`src/rtl/circuit_pipe_elastic.sv`:
```
// circuit_pipe_elastic: two-stage elastic min/select/shift datapath with a saturating result counter
module circuit_pipe_elastic #(
    parameter int WIDTH     = 64,
    parameter int OUT_WIDTH = 32,
    parameter int SHAMT     = 1,
    parameter bit SIGNED    = 1'b0,
    parameter int CNT_WIDTH = 16
) (
    input  logic                 Clk,
    input  logic                 Rst,
    input  logic                 in_valid,
    output logic                 in_ready,
    input  logic [WIDTH-1:0]     a,
    input  logic [WIDTH-1:0]     b,
    input  logic [WIDTH-1:0]     c,
    output logic                 out_valid,
    input  logic                 out_ready,
    output logic [OUT_WIDTH-1:0] x,
    output logic [OUT_WIDTH-1:0] z,
    output logic                 lt,
    output logic                 eq,
    output logic [CNT_WIDTH-1:0] done_cnt
);
    logic                 v1_q, lt1_q, eq1_q, lt1_d, eq1_d;
    logic [WIDTH-1:0]     g_q, h_q, g_d, h_d;
    logic [WIDTH-1:0]     sum_ab, sum_ac, dif_ab;
    logic                 v2_q, lt2_q, eq2_q;
    logic [OUT_WIDTH-1:0] x_q, z_q, x_d, z_d;
    logic [CNT_WIDTH-1:0] cnt_q, cnt_d;
    logic                 s1_adv, s2_adv;
    always_comb begin
        sum_ab = a + b;
        sum_ac = a + c;
        dif_ab = a - b;
        lt1_d  = SIGNED ? ($signed(sum_ab) < $signed(sum_ac)) : (sum_ab < sum_ac);
        eq1_d  = sum_ab == sum_ac;
        g_d    = lt1_d ? sum_ab : sum_ac;
        h_d    = eq1_d ? g_d : dif_ab;
        x_d    = OUT_WIDTH'(lt1_q ? h_q << SHAMT : h_q);
        z_d    = OUT_WIDTH'(eq1_q ? g_q >> SHAMT : g_q);
        // no skid buffer: readiness ripples straight back from the sink
        s2_adv = !v2_q || out_ready;
        s1_adv = !v1_q || s2_adv;
        cnt_d  = (v2_q && out_ready && !(&cnt_q)) ? cnt_q + 1'b1 : cnt_q;
    end
    always_ff @(posedge Clk) begin
        if (Rst) begin
            v1_q  <= 1'b0;
            lt1_q <= 1'b0;
            eq1_q <= 1'b0;
            g_q   <= '0;
            h_q   <= '0;
            v2_q  <= 1'b0;
            lt2_q <= 1'b0;
            eq2_q <= 1'b0;
            x_q   <= '0;
            z_q   <= '0;
            cnt_q <= '0;
        end else begin
            if (s1_adv) begin
                v1_q <= in_valid;
                if (in_valid) begin
                    lt1_q <= lt1_d;
                    eq1_q <= eq1_d;
                    g_q   <= g_d;
                    h_q   <= h_d;
                end
            end
            if (s2_adv) begin
                v2_q <= v1_q;
                if (v1_q) begin
                    lt2_q <= lt1_q;
                    eq2_q <= eq1_q;
                    x_q   <= x_d;
                    z_q   <= z_d;
                end
            end
            cnt_q <= cnt_d;
        end
    end
    assign in_ready  = s1_adv;
    assign out_valid = v2_q;
    assign x         = x_q;
    assign z         = z_q;
    assign lt        = lt2_q;
    assign eq        = eq2_q;
    assign done_cnt  = cnt_q;
endmodule
```
`config.mk`:
```
export PLATFORM = sky130hd
export DESIGN_NAME = circuit_pipe_elastic
export DESIGN_NICKNAME = d
export VERILOG_FILES = /design/src/rtl/circuit_pipe_elastic.sv
export SDC_FILE = /design/constraint.sdc
export NUM_CORES = 1
export LEC_CHECK = 0
export CAP_MARGIN = 20
export CORE_MARGIN = 5
export CORE_UTILIZATION = 51
export DETAILED_ROUTE_END_ITERATION = 8
export GPL_TIMING_DRIVEN = 0
export PLACE_DENSITY = 0.8
export SYNTH_ARGS = -nofsm -noshare
export SYNTH_HDL_FRONTEND = slang
export SYNTH_SLANG_ARGS = --single-unit
```
`constraint.sdc`:
```
create_clock -name Clk -period 6.4 [get_ports Clk]
set_input_delay 1.28 -clock Clk [delete_from_list [all_inputs] [get_ports Clk]]
set_output_delay 1.28 -clock Clk [all_outputs]
set_load 0.005 [all_outputs]
```
* Word level (Yosys, flattened, before mapping) *
Index checks and enable logic that the tools add are counted.

storage, ports and cells
  flip-flop bits (word level) = 151
  latch bits = 0
  memory bits (writable) = 0
  ROM bits = 0
  input port bits = 196
  output and inout port bits = 84
  word-level logic and storage cells = 31
  memories = 0

cells by class
  add/subtract/negate cells = 4
  multipliers = 0
  div/mod/pow operators = 0
  order comparisons = 1
  equality and inequality tests = 1
  shifts and indexed selects = 0
  multiplexer cells = 4
  bitwise operators = 0
  reduce and logical (&&, ||, !) cells = 10

operator list
  kind                                                             number
  64-bit adder                                                     2
  32-bit two-way mux                                               3
  64-bit equality test                                             1
  64-bit less-than comparator                                      1
  33-bit two-way mux                                               1
  32-bit subtractor                                                1
  16-bit by 1-bit adder with 16-bit output, second input constant  1
  16-bit AND reduction                                             1
  2-bit AND reduction                                              2
  1-bit logical NOT                                                3
  1-bit logical AND                                                2
  1-bit logical OR                                                 2

* Logic depth before layout (Yosys ltp) *
Gate-level depths: netlist of run 1.

  depth in word-level cells = 4
  mapped depth = 27
  mapped depth without buffers = 24

* Worst setup path before layout of run 1 *
OpenSTA, ideal clock, no wires.

  path kind = input port to flip-flop
  start point = input port a[4]
  end point = register h_q[0]
  arrival time = 6.352 ns
  data required time = 6.265 ns
  path slack = -0.088 ns
  cell stages on the path = 25
  path buffers = 3
  path through = ha_1 -> a21oi_2 -> o311ai_1 -> o211ai_2 -> a211oi_1 -> or4_1 -> o21ba_2 -> a221oi_2 -> o31a_1 -> nor2_1 -> a311o_1 -> ha_1 -> nand4_2 -> nor4_4 -> nand2_1 -> or2_0 -> or3_1 -> o211a_1 -> buf_6 -> and2_4 -> buf_6 -> buf_6 -> nor2_4 -> mux2i_1 -> a211oi_2

between the ends
  word-level cells in the longest chain between the ends = 4
  elaborated cells between the ends (all ways) = 6
  those cells by class = add/sub: 2; order compare: 1; eq/ne: 1; mux: 2

ends and longest elaborated chain
  element                          line    source
  start, declared                  13      input logic [WIDTH-1:0] a,
  64-bit adder (on tied branches)  32, 33
  64-bit less-than comparator      35      lt1_d = SIGNED ? ($signed(sum_ab) < $signed(sum_ac)) : (sum_ab < sum_ac);
  33-bit two-way mux               37      g_d = lt1_d ? sum_ab : sum_ac;
  32-bit two-way mux (*)           38      h_d = eq1_d ? g_d : dif_ab;
  end signal, assigned             52      h_q <= '0;
  end signal, assigned             66      h_q <= h_d;
  end, declared                    25      logic [WIDTH-1:0] g_q, h_q, g_d, h_d;

Every way passes the cells marked *; elsewhere a longest branch is shown, timed or not.
A chain may end at the register's enable or synchronous reset.

* Final worst setup path of run 1 *
  start point = input port c[0]
  end point = register h_q[29]

between the ends
  word-level cells in the longest chain between the ends = 4
  elaborated cells between the ends (all ways) = 5
  those cells by class = add/sub: 1; order compare: 1; eq/ne: 1; mux: 2

ends and longest elaborated chain
  element                      line  source
  start, declared              15    input logic [WIDTH-1:0] c,
  64-bit adder (*)             33    sum_ac = a + c;
  64-bit less-than comparator  35
  33-bit two-way mux           37
  32-bit two-way mux (*)       38

Marked as above.

==> flow_metrics.env, run 1 <==
export IMPL_cp_data_arrival_time_ns=7.12
export IMPL_worstSetupEndpointType="flop"
export IMPL_required_ns=6.70
export IMPL_fp_row_count=67
export IMPL_synth_top_area_share_pct=17.54
export IMPL_relSlewSlack_pct=38.01
export IMPL_critPathKind="in2reg"
export IMPL_grt_usage_pct=34.75
export IMPL_chipWidth_um=193.8
export IMPL_die_height_um=193.8
export IMPL_slew_viol_final=0
export IMPL_synth_largest_area_cell="dfxtp_1"
export IMPL_synth_avg_cell_area_um2=7.457
export IMPL_hp_start="g_q[1]"
export IMPL_tightest_slew_ns=0.9276
export IMPL_synth_area_um2=17230
export IMPL_r2r_setup_slack_ns=3.85
export IMPL_yosysSeqAreaShare_pct=17.54
export IMPL_grt_pass1_vias=19810
export IMPL_yosysWarnings=0
export IMPL_ant_nets=0
export IMPL_seqPwrFrac_pct=20.2
export IMPL_crit_path_start_kind="input pin"
export IMPL_min_period_ns=6.817
export IMPL_clk_path_buf_depth=3
export IMPL_reg2regPathDepth=7
export IMPL_worstSetupStartpoint="c[0]"
export IMPL_start_util_pct=51.52
export IMPL_core_area_um2=33450
export IMPL_ys_ff_latch=151
export IMPL_routed_wl_mm=71.66
export IMPL_max_freq_mhz=146.7
export IMPL_min_to="g_q[1]"
export IMPL_whs_path_depth=2
export IMPL_rr_startpoint="out_valid"
export IMPL_p_int_mw=3.215
export IMPL_pwr_share_comb_pct=59.0
export IMPL_drive_gt1_share_pct=20.98
export IMPL_synthArstFlopShare_pct=0
export IMPL_min_path_type="reg2reg"
export IMPL_ir_worst_vdd_mv=0.1676
export IMPL_grt_pass1_wl_mm=108.1
export IMPL_htreeDepth=4
export IMPL_fin_setup_tns_ns=-17.67
export IMPL_drcViolationCount=0
export IMPL_clk_pin_slew_ns=0.05
export IMPL_synthCells=2311
export IMPL_antenna_found_initial=9
export IMPL_clockRootBuffer="clkbuf_16"
export IMPL_finalPower_mw=5.484
export IMPL_ys_flop_type="dfxtp_1"
export IMPL_dr_total_vias=20160
export IMPL_insertion_delay_ns=0.46
export IMPL_cts_sinks=151
export IMPL_pwr_share_clk_pct=20.7
export IMPL_hold_viol_final=0
export IMPL_nets=3127
export IMPL_ioPinCount=280
export IMPL_vias_per_cell=6.372
export IMPL_rsz0062_at_grt="true"
export IMPL_dp_hpwl_mm=54.30
export IMPL_grt_max_degree=13
export IMPL_firstDrtPassIters=6
export IMPL_grt_ovfl_total=0
export IMPL_p_leak_nw=9.849
export IMPL_power_density_nw_per_um2=221.7
export IMPL_skew_ns=0.008859
export IMPL_synth_area_top_cells="dfxtp_1 (18%), ha_1 (16%), a21oi_1 (5.9%)"
export IMPL_wl_per_cell_um=22.66
export IMPL_post_route_period_util_pct=106.5
export IMPL_synth_cell_type_count=86
export IMPL_gp_congestion=1.009
export IMPL_cp_max_fo=5
export IMPL_synth_edff_count=0
export IMPL_max_cap_violations=0
export IMPL_area_delta_synth_final_pct=43.51
export IMPL_cts_made_buffers=25
export IMPL_io_buffer_count=279
export IMPL_setup_slack_ns=-0.4166
export IMPL_dieArea_um2=37570
export IMPL_cts_hold_buf=0
export IMPL_regToRegEndpoint="g_q[13]"
export IMPL_switching_power_mw=2.269
export IMPL_swShare_pct=41.37
export IMPL_synthesis_nets=2732
export IMPL_drtIter0Drc=2140
export IMPL_violations="setup timing"
export IMPL_setup_viol=66
export IMPL_cts_tree="built"
export IMPL_status="finished, violations left"
[per-stage QoR]
step                hold slack, ns  cell area, um2  util (%)  setup slack [ns]  cells
floorplan                   0.4439           17230         -           0.01489   2311
global placement            0.4579           20590     61.55            -2.269   3038
detailed placement          0.4654           20600     61.58            -2.458   3039
CTS                         0.4740           24340     72.77           -0.2254   3156
global route                0.4985           24730     73.93           -0.5187   3162
finish                      0.4812           24730     73.94           -0.4166   3163
[layout make-up]
type,instances,area (um2)
clock inverter,2,10.01
sequential,151,3023
inverter,110,421.7
multi-input combinational,1925,15770
fill,2447,8716
tap,448,560.5
buffer,77,407.9
timing repair buffer,416,3855
clock buffer,31,678.2
antenna,3,7.507
[cells in the mapped netlist, drive strengths merged (26+ instances only)]
cell type	number
inv	109
nor2	270
nor2b	40
xor2	51
nand4	43
a31oi	27
a211oi	100
a21oi	204
clkbuf	102
mux2i	79
xnor2	98
nand3	61
o21bai	26
ha	222
nor3	60
dfxtp	151
o21ai	144
a21o	88
nand2	137
[cells by family (layout without fill, tap and decap cells)]
group	count (synthesis)	after routing	share of synthesized area, %
AO/OA/AOI/OAI	738	738	28.08
XOR/XNOR	149	149	7.572
adder cells (fa/ha/maj)	225	225	16.47
buffers and inverters	236	636	5.380
flip-flops	151	151	17.54
multiplexers	79	79	4.588
other	0	3	0
AND/OR/NAND/NOR	733	734	20.37
[cells in the final DEF (no fill, tap or decap), types with 25 or more instances in the layout]
master           Yosys  layout
o21ai_0            127     106
xor2_1              51      51
nor3_1              60      47
nand4_1             42      42
dfxtp_1            151     151
nor2b_1             40      37
clkbuf_1           101      52
xnor2_1             98      98
nor2_1             268     247
mux2i_1             79      72
nand3_1             61      51
inv_1              108      94
a211oi_1            98      78
a21oi_1            203     159
dlygate4sd2_1        0      74
buf_4                1     122
clkdlybuf4s50_1      0     182
ha_4                 0      67
nand2_1            137     115
a21o_1              88      88
clkbuf_16            0      25
a21oi_2              1      31
ha_1               222     143
[metal layers]
metal	global-route usage, %	share of wire, %
met2	60.53	46
met1	43.83	40
met4	11.82	4.7
met5	0	0.12
met3	5.526	8.9
[state kept, by name (all words and copies together), names as in the netlist]
signal,flops
g_q,33
h_q,32
x,32
z,32
done_cnt,16
eq,1
eq1_q,1
lt,1
lt1_q,1
out_valid,1
v1_q,1
[how the worst max path moves through the flow]
stage / endpoint / slack (ns) / cells after the start
2_1_floorplan: h_q[0] / 0.01 / 27
3_3_place_gp: h_q[23] / -2.27 / 22
3_5_place_dp: h_q[28] / -2.46 / 23
6_report: h_q[29] / -0.42 / 28
5_1_grt: h_q[2] / -0.52 / 26
4_1_cts: h_q[20] / -0.23 / 28
[worst max-delay path, cell delays in order]
cell	delay [ns]
buf_6	0.08
ha_4	0.15
fa_2	0.23
a21oi_4	0.07
o211ai_1	0.28
nand4_1	0.26
a31oi_4	0.34
a211oi_2	0.11
or3_4	0.41
o31a_1	0.36
o311ai_4	0.38
buf_4	0.18
nor2_2	0.03
xor2_1	0.15
ha_1	0.29
nand4_1	0.18
nor4_4	0.37
nand2_2	0.15
or2_4	0.27
or3_4	0.35
o211a_4	0.28
buf_12	0.13
nand2_4	0.06
buf_8	0.13
buf_12	0.13
nor3_2	0.06
o31ai_1	0.28
a31oi_1	0.12
[power by group through the flow]
stage,Combinational (mW),Sequential (mW),Clock [mW]
after CTS,2.96,1.11,1.13
final,3.24,1.11,1.14
after floorplan,1.51,1.10,0
after global placement,2.18,1.12,0
after detailed placement,2.23,1.12,0
after global routing,3.42,1.12,1.18
[timing repair]
item	in CTS	in global routing
resized for setup	634	86
cloned	4	0
pin swaps	180	60
endpoints found under the hold margin	0	0
setup buffers	126	12
setup endpoints to repair	67	67
Power figures use the tool's default switching activity.
==> run 2, diff against run 1 <==
--- a/config.mk
+++ b/config.mk
@@ -6,7 +6,7 @@
 export NUM_CORES = 1
 export LEC_CHECK = 0
 export CAP_MARGIN = 20
-export CORE_MARGIN = 5
+export CORE_MARGIN = 1.5
 export CORE_UTILIZATION = 51
 export DETAILED_ROUTE_END_ITERATION = 8
 export GPL_TIMING_DRIVEN = 0
==> run 2 against run 1 <==
  * The run still ends with setup timing left
  * Final cell count fell by 0.57%
  * Flip-flop and latch count unchanged
  * Clock skew rose by 0.0016 ns
  * Combinational power decreased by 7.4%
  * Non-clock buffer count down 16
  * Register-to-register slack better by 0.08 ns
  * Count of clock-buffer cells in the layout fell by 13
  * Critical path depth decreased by 1
  * Fmax down 1.1%
  * Wire length down 3.5%
==> flow_metrics.env, run 2 (synthesized netlist as in run 1, its figures left out) <==
export IMPL_status="finished, violations left"
export IMPL_violations="setup timing"
export IMPL_drtIter0Drc=2037
export IMPL_tightest_slew_ns=0.8390
export IMPL_cp_buffers_inverters=4
export IMPL_clockRootBuffer="clkbuf_16"
export IMPL_slew_viol_final=0
export IMPL_grt_pass1_vias=19400
export IMPL_grt_ovfl_total=0
export IMPL_fillers=2598
export IMPL_clk_path_buf_depth=2
export IMPL_dp_hpwl_mm=53.85
export IMPL_io_buffer_count=279
export IMPL_chipWidth_um=186.8
export IMPL_clk_pin_slew_ns=0.06
export IMPL_final_seq_area_um2=3023
export IMPL_firstDrtPassIters=6
export IMPL_critPathKind="in2reg"
export IMPL_relSlewSlack_pct=43.93
export IMPL_max_freq_mhz=145.1
export IMPL_ioPinCount=280
export IMPL_hold_viol_final=0
export IMPL_required_ns=6.68
export IMPL_numPlacedInstances=3039
export IMPL_min_path_type="reg2reg"
export IMPL_finalPower_mw=5.130
export IMPL_wl_per_cell_um=21.98
export IMPL_ir_worst_vdd_mv=0.2582
export IMPL_max_cap_violations=0
export IMPL_cts_sinks=151
export IMPL_htreeDepth=4
export IMPL_fin_setup_tns_ns=-24.55
export IMPL_post_route_period_util_pct=107.7
export IMPL_multi_input_area_um2=15380
export IMPL_start_util_pct=51.65
export IMPL_grt_max_degree=17
export IMPL_core_area_um2=33360
export IMPL_insertion_delay_ns=0.43
export IMPL_rsz0062_at_grt="true"
export IMPL_crit_path_start_kind="input pin"
export IMPL_drive_gt1_share_pct=18.22
export IMPL_p_leak_nw=9.600
export IMPL_top_register="g_q"
export IMPL_fp_row_count=67
export IMPL_worstSetupEndpointType="flop"
export IMPL_skew_ns=0.01042
export IMPL_drcViolationCount=0
export IMPL_ant_nets=0
export IMPL_dieArea_um2=34900
export IMPL_utilization_pct=72.05
export IMPL_final_common_cell="nor2_1"
export IMPL_gp_congestion=0.9957
export IMPL_cts_tree="built"
export IMPL_nets=3103
export IMPL_cts_made_buffers=17
export IMPL_antenna_found_initial=6
export IMPL_cp_max_fo=8
export IMPL_routed_wl_mm=69.14
export IMPL_stdcell_count=3145
export IMPL_area_delta_synth_final_pct=39.48
export IMPL_cts_hold_buf=0
export IMPL_largest_reg_flops=33
export IMPL_cp_data_arrival_time_ns=7.17
export IMPL_vias_per_cell=6.294
export IMPL_power_density_nw_per_um2=213.4
export IMPL_grt_pass1_wl_mm=106.3
export IMPL_dr_total_vias=19790
export IMPL_cpPeakStageDelay_ns=0.44
export IMPL_die_height_um=186.8
export IMPL_slowest_stage="or3_4"
export IMPL_crit_family="simple AND/OR/NAND/NOR gates"
export IMPL_setup_slack_ns=-0.4914
export IMPL_grt_usage_pct=38.08
export IMPL_setup_viol=66
export IMPL_min_period_ns=6.891
export IMPL_final_cell_mix="nor2_1 (252), clkdlybuf4s50_1 (195), a21oi_1 (165)"
run 2: cell count changes in the layout (fill, tap and decap cells not counted), moves of 7 or more:
| cell | change |
|---|---|
| inv_2 | -7 |
| ha_1 | +7 |
| nand2_1 | +7 |
| ha_4 | -8 |
| buf_4 | -17 |
| clkdlybuf4s50_1 | +13 |
| buf_2 | +8 |
| a211oi_1 | +7 |
| dlygate4sd2_1 | -23 |
| clkbuf_16 | -8 |
| a211oi_2 | -8 |
run 2: path summary, 6_finish.rpt:
check,startpoint,end,slack (ns),cells after the start
hold / removal,h_q[15],h_q[15],0.48,2
setup reg to reg,done_cnt[6],done_cnt[15],3.93,10
hold reg to reg,h_q[15],h_q[15],0.48,2
setup / recovery,a[0],h_q[0],-0.49,27
run 2: per-layer routing:
layer	part of all wire (%)	global-route usage [%]
met1	40	46.88
met2	47	65.23
met3	8.6	7.580
met4	4.3	14.92
met5	0.045	0
run 2: final cells by class:
type,count,area share (%)
Clock buffer,18,1.785
Antenna cell,2,0.02082
Tap cell,448,2.332
Clock inverter,14,0.7131
Inverter,110,1.765
Timing Repair Buffer,394,15.04
Multi-Input combinational cell,1925,63.98
Sequential cell,151,12.58
Buffer,83,1.785
run 2: tightest hold or removal path: stages (launching register included):
cell and delay, ns:
dfxtp_1 0.32, nand2_1 0.06, a21oi_1 0.06
run 2: power by group:
group | switching [mW] | total (mW) | leakage [nW] | internal (mW)
Clock | 0.410 | 1.03 | 0.288 | 0.616
Combinational | 1.68 | 3.00 | 8.07 | 1.32
Sequential | 0.0750 | 1.11 | 1.24 | 1.03
Total | 2.16 | 5.13 | 9.60 | 2.97
run 2: per-stage QoR:
stage	hold slack, ns	worst slack [ns]	instance area (um2)
detailed placement	0.4688	-2.419	20600
CTS	0.4772	-0.2736	23790
finish	0.4796	-0.4914	24040
global placement	0.4567	-2.365	20590
global route	0.4996	-0.6207	24040
floorplan	0.4439	0.01489	17230
run 2: repair_timing:
| action | 4_1_cts | 5_1_grt |
|---|---|---|
| endpoints found under the hold margin | 0 | 0 |
| setup endpoints to repair | 67 | 67 |
| gates cloned | 5 | 0 |
| pin swaps | 150 | 51 |
| gates resized for setup | 586 | 47 |
| setup buffers | 99 | 13 |
==> run 3, diff against run 2 <==
--- a/config.mk
+++ b/config.mk
@@ -5,7 +5,7 @@
 export SDC_FILE = /design/constraint.sdc
 export NUM_CORES = 1
 export LEC_CHECK = 0
-export CAP_MARGIN = 20
+export CAP_MARGIN = 15
 export CORE_MARGIN = 1.5
 export CORE_UTILIZATION = 51
 export DETAILED_ROUTE_END_ITERATION = 8
==> results of run 3 <==
Final layout, timing and power as in run 2 (identical DEF).
